===== src/rtl/rsa_pkg.sv =====
// Shared types and default sizes for the modular-exponentiation sequencer.
package rsa_pkg;

  localparam int W_DEF   = 32;
  localparam int EW_DEF  = 32;
  localparam int TMO_DEF = 4096;

  typedef enum logic [2:0] {
    S_IDLE   = 3'd0,
    S_LD_X   = 3'd1,
    S_LD_ACC = 3'd2,
    S_SQR    = 3'd3,
    S_MUL    = 3'd4,
    S_OUT    = 3'd5
  } state_e;

  // Each MM step spends one cycle issuing, then waits for mm_done.
  typedef enum logic {
    PH_ISSUE = 1'b0,
    PH_WAIT  = 1'b1
  } phase_e;

endpackage


===== src/rtl/exp_scan.sv =====
// Exponent scanner: holds e and the clamped length, walks the bit index
// from the MSB of the requested field down to bit 0.
module exp_scan
  import rsa_pkg::*;
#(
  parameter int EW = EW_DEF,
  parameter int IW = (EW > 1) ? $clog2(EW) : 1
) (
  input  logic          clk,
  input  logic          rst,
  input  logic          load,
  input  logic [EW-1:0] e,
  input  logic [5:0]    e_len,
  input  logic          step,
  output logic          cur_bit,
  output logic          last_bit,
  output logic          zero_len
);

  logic [EW-1:0] e_q;
  logic [IW-1:0] idx;
  logic [5:0]    len_c;

  // Requests longer than the exponent register are treated as full width.
  assign len_c = (e_len > 6'(EW)) ? 6'(EW) : e_len;

  always_ff @(posedge clk) begin
    if (rst) begin
      e_q      <= '0;
      idx      <= '0;
      zero_len <= 1'b0;
    end else if (load) begin
      e_q      <= e;
      zero_len <= (len_c == 6'd0);
      idx      <= (len_c == 6'd0) ? '0 : IW'(len_c - 6'd1);
    end else if (step && (idx != '0)) begin
      idx <= idx - IW'(1);
    end
  end

  assign cur_bit  = e_q[idx];
  assign last_bit = (idx == '0);

endmodule


===== src/rtl/mm_exp_sched.sv =====
// Left-to-right square-and-multiply sequencer that time-shares a single
// Montgomery multiplier to compute m^e mod n.
module mm_exp_sched
  import rsa_pkg::*;
#(
  parameter int W   = W_DEF,
  parameter int EW  = EW_DEF,
  parameter int TMO = TMO_DEF
) (
  input  logic          clk,
  input  logic          rst,
  input  logic          start,
  input  logic [W-1:0]  m,
  input  logic [EW-1:0] e,
  input  logic [5:0]    e_len,
  input  logic [W-1:0]  n,
  input  logic [W-1:0]  r2,
  output logic          busy,
  output logic          done,
  output logic          err,
  output logic [W-1:0]  result,
  output logic          mm_start,
  output logic [W-1:0]  mm_a,
  output logic [W-1:0]  mm_b,
  output logic [W-1:0]  mm_n,
  input  logic [W-1:0]  mm_z,
  input  logic          mm_done
);

  localparam int CW = $clog2(TMO + 1);

  state_e        state;
  phase_e        phase;
  logic [W-1:0]  m_q, n_q, r2_q, x_q, acc_q;
  logic [CW-1:0] tmo_cnt;
  logic          accept, wait_done, scan_step;
  logic          cur_bit, last_bit, zero_len;

  // The done/err cycle still counts as busy for the purpose of accepting work.
  assign accept    = (state == S_IDLE) && start && !done && !err;
  assign wait_done = (state != S_IDLE) && (phase == PH_WAIT) && mm_done;
  assign scan_step = wait_done &&
                     (((state == S_SQR) && !cur_bit && !last_bit) ||
                      ((state == S_MUL) && !last_bit));

  exp_scan #(.EW(EW)) u_scan (
    .clk      (clk),
    .rst      (rst),
    .load     (accept),
    .e        (e),
    .e_len    (e_len),
    .step     (scan_step),
    .cur_bit  (cur_bit),
    .last_bit (last_bit),
    .zero_len (zero_len)
  );

  // NOTE: sequential state uses non-blocking (<=) so every register in this
  // block samples the values from before the clock edge.
  always_ff @(posedge clk) begin
    if (rst) begin
      // NOTE: datapath registers are reset as well, because result and mm_n
      // are architecturally visible and must read zero after reset.
      state   <= S_IDLE;
      phase   <= PH_ISSUE;
      m_q     <= '0;
      n_q     <= '0;
      r2_q    <= '0;
      x_q     <= '0;
      acc_q   <= '0;
      tmo_cnt <= '0;
      result  <= '0;
      done    <= 1'b0;
      err     <= 1'b0;
    end else begin
      done <= 1'b0;
      err  <= 1'b0;
      if (state == S_IDLE) begin
        if (accept) begin
          m_q   <= m;
          n_q   <= n;
          r2_q  <= r2;
          state <= S_LD_X;
          phase <= PH_ISSUE;
        end
      end else if (phase == PH_ISSUE) begin
        phase   <= PH_WAIT;
        tmo_cnt <= '0;
      end else if (mm_done) begin
        phase <= PH_ISSUE;
        case (state)
          S_LD_X: begin
            x_q   <= mm_z;
            state <= S_LD_ACC;
          end
          S_LD_ACC: begin
            acc_q <= mm_z;
            state <= zero_len ? S_OUT : S_SQR;
          end
          S_SQR: begin
            acc_q <= mm_z;
            if (cur_bit)       state <= S_MUL;
            else if (last_bit) state <= S_OUT;
            else               state <= S_SQR;
          end
          S_MUL: begin
            acc_q <= mm_z;
            state <= last_bit ? S_OUT : S_SQR;
          end
          S_OUT: begin
            result <= mm_z;
            done   <= 1'b1;
            state  <= S_IDLE;
          end
          default: state <= S_IDLE;
        endcase
      end else if (tmo_cnt == CW'(TMO - 1)) begin
        // Core never answered: abandon the operation, keep the old result.
        err   <= 1'b1;
        state <= S_IDLE;
        phase <= PH_ISSUE;
      end else begin
        tmo_cnt <= tmo_cnt + CW'(1);
      end
    end
  end

  // NOTE: every output of this block gets a default first, so no path can
  // leave one unassigned and infer a latch.
  always_comb begin
    mm_a = '0;
    mm_b = '0;
    case (state)
      S_LD_X:   begin mm_a = m_q;   mm_b = r2_q;  end
      S_LD_ACC: begin mm_a = W'(1); mm_b = r2_q;  end
      S_SQR:    begin mm_a = acc_q; mm_b = acc_q; end
      S_MUL:    begin mm_a = acc_q; mm_b = x_q;   end
      S_OUT:    begin mm_a = acc_q; mm_b = W'(1); end
      default:  begin mm_a = '0;    mm_b = '0;    end
    endcase
  end

  assign busy     = (state != S_IDLE);
  assign mm_start = (state != S_IDLE) && (phase == PH_ISSUE);
  assign mm_n     = n_q;

endmodule


===== config.mk =====
export PLATFORM = sky130hd
export DESIGN_NAME = mm_exp_sched
export DESIGN_NICKNAME = d
export VERILOG_FILES = /design/src/rtl/rsa_pkg.sv /design/src/rtl/exp_scan.sv /design/src/rtl/mm_exp_sched.sv
export SDC_FILE = /design/constraint.sdc
export NUM_CORES = 1
export LEC_CHECK = 0
export ABC_AREA = 1
export CAP_MARGIN = 20
export CORE_AREA = 2 2 148 150
export CTS_BUF_LIST = sky130_fd_sc_hd__clkbuf_8
export DETAILED_ROUTE_END_ITERATION = 7
export DIE_AREA = 0 0 150 152
export GPL_TIMING_DRIVEN = 0
export PLACE_DENSITY_LB_ADDON = 0.3
export SETUP_SLACK_MARGIN = 0.15
export SYNTH_ARGS = -nofsm -noshare
export SYNTH_HDL_FRONTEND = slang
export SYNTH_SLANG_ARGS = --single-unit

===== constraint.sdc =====
create_clock -name clk -period 3.05 [get_ports clk]
set_input_delay 0.61 -clock clk [delete_from_list [all_inputs] [get_ports clk]]
set_output_delay 0.61 -clock clk [all_outputs]
set_load 0.1 [all_outputs]

==> impl_metrics.csv <==
group,metric,value,unit
status,status,"finished clean",
power_and_ir_drop,internal_power,5.66,mW
cts,cts_tree,"yes",
floorplan,fp.coreArea,21400,µm²
worst_setup_path,worstPathCellList,"inv_2, nor3_1, inv_1, nand2_2, buf_4, nand2_1, nand3_1, buf_4",
route,drt_first_pass_iters,5,
sta,finalHoldViolCount,0,
final_layout,drive_gt1_frac,0.118,
placed_design,place_inst,2044,
placed_design,gp_congestion,0.944,
sta,holdWs,0.448,ns
power_and_ir_drop,max-vdd-ir-drop,292,µV
sta,period_share,0.940,
final_layout,multiInputGateArea,4830,µm²
worst_setup_path,path_class,"flip-flop to output pin",
cts,clk_pin_slew,0.07,ns
logic_synthesis,netlist_instances,1464,
cts,clk_latency,0.55,ns
logic_synthesis,synth_area_leaders,"dfxtp_1 48%, o21ai_0 11%, nor2_1 11%, nand2_1 7.3%, a21oi_1 5.7%",
logic_synthesis,seq_area_frac_synth,0.479,
logic_synthesis,yosysUniqueCellTypes,34,
final_layout,area_growth,45.0,%
cts,clkSinkCount,249,
sta,fmax,349,MHz
placed_design,place_hpwl,28200,µm
power_and_ir_drop,p_comb_frac,0.214,
final_layout,fin_nets,1990,
final_layout,final_cell_area,15100,µm²
grt,antenna_found_initial,1,
power_and_ir_drop,powerDensity,550,nW/µm²
floorplan,std_cell_rows,54,
placed_design,io_buffer_count,300,
logic_synthesis,synth_nets,1638,
sta,finalSetupViolCount,0,
cts,cts_made_buffers,41,
power_and_ir_drop,pwr-share-clk,0.363,
final_layout,nFillCells,1808,
route,ant_nets,0,
flow_run,drv_cap,0,
logic_synthesis,yosysMostFrequentCell,"nor2_1",
floorplan,die_x,150,µm
power_and_ir_drop,switching_share,0.318,
final_layout,diodes,0,
final_layout,regArea,4990,µm²
grt,grt_overflow,0,
sta,relSlewSlack,0.313,
sta,clock_skew,0.0102,ns
grt,grt.busiest_layer,"met2",
sta,finalMaxSlewViolations,0,
logic_synthesis,yosysWarningCount,0,
logic_synthesis,syn_avg_cell_area,7.10,µm²
grt,grt.met2_usage,0.520,
sta,rsz0062_at_grt,"true",
logic_synthesis,netlist_top_cells_count,"302 x nor2_1, 249 x dfxtp_1, 235 x o21ai_0, 203 x nand2_1, 118 x a21oi_1",
power_and_ir_drop,p_sw,2.63,mW
route,wire_per_inst,17.8,µm
route,remaining_drc_errors,0,
logic_synthesis,synth_flop_cell,"dfxtp_1",
route,vias,11453,
sta,finalSetupTns,0,ns
grt,globalRouteMet1Util,0.403,
worst_setup_path,arrival,2.26,ns
logic_synthesis,async_flop_share,0,
grt,grtUsageTotal,0.317,
cts,clockBufferDepth,3,
floorplan,fp.dieH,152,µm
grt,grt_start_max_net_pins,16,
power_and_ir_drop,p_seq_frac,0.423,
worst_setup_path,cpMaxStageDelayCell,"dfxtp_2",
grt,use_met3,0.0652,
worst_setup_path,crit_path_end_kind,"output pin",
worst_hold_path,hp-class,"flip-flop to flip-flop",
worst_setup_path,startpoint_type,"flip-flop",
cts,cts_root_buf,"clkbuf_8",
worst_setup_path,slowest_delay,0.39,ns
route,wl,37800,µm
sta,tightest_slew,1.03,ns
route,via_per_inst,5.40,
placed_design,placed_area,13900,µm²
power_and_ir_drop,power.leakage,5.94,nW
worst_setup_path,required,2.44,ns
sta,fin_crit,2.87,ns
worst_setup_path,worstPathMaxFanout,10,
worst_setup_path,cp_common_cell,"buf_4",
floorplan,start_util,0.487,
floorplan,die_area,22800,µm²
grt,grt_pass1_wl,57500,µm
cts,cts_max_level,2,
logic_synthesis,ys_ff_latch,249,
floorplan,ios,302,
logic_synthesis,synth-edff-count,0,
logic_synthesis,syn-cell-area,10400,µm²
grt,grt_pass1_vias,10998,
logic_synthesis,synth.largest_area_cell,"dfxtp_1",
final_layout,finalNonFillerCells,2121,
logic_synthesis,synth_top_area_frac,0.479,
route,drtIter0Drc,1034,
-- power by group through the flow --
stage               logic, mW  registers, mW  clock network, mW
global route             1.88           3.52               3.17
detailed placement       1.71           3.58                  0
CTS                      1.72           3.51               3.02
finish                   1.77           3.51               3.01
global placement         1.69           3.57                  0
floorplan               0.836           3.84                  0
-- cell usage in the layout (no fill, tap or decap), drive strengths merged --
| master | Yosys | layout |
|---|---|---|
| a22oi | 1 | 1 |
| o221ai | 1 | 1 |
| o31ai | 1 | 1 |
| ha | 4 | 4 |
| xor2 | 5 | 5 |
| o21a | 1 | 1 |
| nor2 | 304 | 304 |
| clkbuf | 68 | 126 |
| clkinv | 1 | 2 |
| buf | 29 | 99 |
| o22a | 1 | 1 |
| nor3 | 8 | 8 |
| bufinv | 0 | 1 |
| xnor2 | 1 | 1 |
| and3 | 1 | 1 |
| nand4 | 4 | 4 |
| nand2 | 205 | 205 |
| nand3 | 82 | 82 |
| a211oi | 2 | 2 |
| o21ai | 236 | 236 |
| dlygate4sd2 | 0 | 2 |
| inv | 106 | 116 |
| a21oi | 118 | 118 |
| o22ai | 16 | 16 |
| dfxtp | 249 | 249 |
| clkinvlp | 0 | 1 |
| o211ai | 19 | 19 |
| clkdlybuf4s50 | 0 | 234 |
| nor4 | 1 | 1 |
-- layout make-up --
cell class	count	share of cell area
Tap cell	280	0.0232
Timing Repair Buffer	311	0.211
Clock inverter	13	0.00531
Multi-Input combinational cell	1011	0.320
Clock buffer	55	0.0502
Sequential cell	249	0.331
Inverter	107	0.0271
Buffer	95	0.0311
-- per-stage QoR --
step	power, mW	setup WS, ns	utilization
6_report	8.29	0.182	0.706
5_1_grt	8.58	0.117	0.706
4_1_cts	8.24	0.134	0.691
3_5_place_dp	5.29	-0.761	0.650
3_3_place_gp	5.26	-0.743	0.650
2_1_floorplan	4.67	-0.496	-
-- timing repair --
item                                   in CTS  in global routing
endpoints found under the hold margin       0                  0
buffers inserted                            4                  5
pin swaps                                   3                  6
setup endpoints to repair                  66                 62
gates cloned                                1                  1
hold buffers                                0                  0
resized for setup                         451                 73
-- routing by layer --
layer	up-vias	part of all wire
li1	5492	-
met2	547	0.47
met3	105	0.086
met5	-	0
met4	0	0.039
met1	5309	0.41
-- path summary, 6_finish.rpt --
check / from / end / slack [ns] / depth (start not counted)
min: m_q[15]$_SDFFE_PP0P_ / m_q[15]$_SDFFE_PP0P_ / 0.45 / 2
max: state[1]$_SDFFE_PP0P_ / mm_b[14] / 0.18 / 8
min reg2reg: m_q[15]$_SDFFE_PP0P_ / m_q[15]$_SDFFE_PP0P_ / 0.45 / 2
max reg2reg: state[2]$_SDFFE_PP0P_ / u_scan.e_q[23]$_SDFFE_PP0P_ / 0.69 / 8
-- kinds of logic after synthesis --
family / share of synthesized area
AND/OR/NAND/NOR: 0.234
AO/OA/AOI/OAI: 0.199
flip-flops: 0.479
buffers and inverters: 0.0777
XOR/XNOR: 0.00505
adder cells (fa/ha/maj): 0.00481
-- critical path: cells and delay by family (launching register included) --
kind                   cells  cell delay [ns]
and+or+nand+nor            4             0.55
DFF                        1             0.39
buffers and inverters      4             0.77
-- state kept, by name (all words and copies together), names as in the netlist, 3 cells and up --
register,flops
mm_n,32
state,3
r2_q,32
tmo_cnt,13
m_q,32
u_scan.idx,5
acc_q,32
result,32
x_q,32
u_scan.e_q,32
Note: power is estimated with default switching activity, not from simulation.
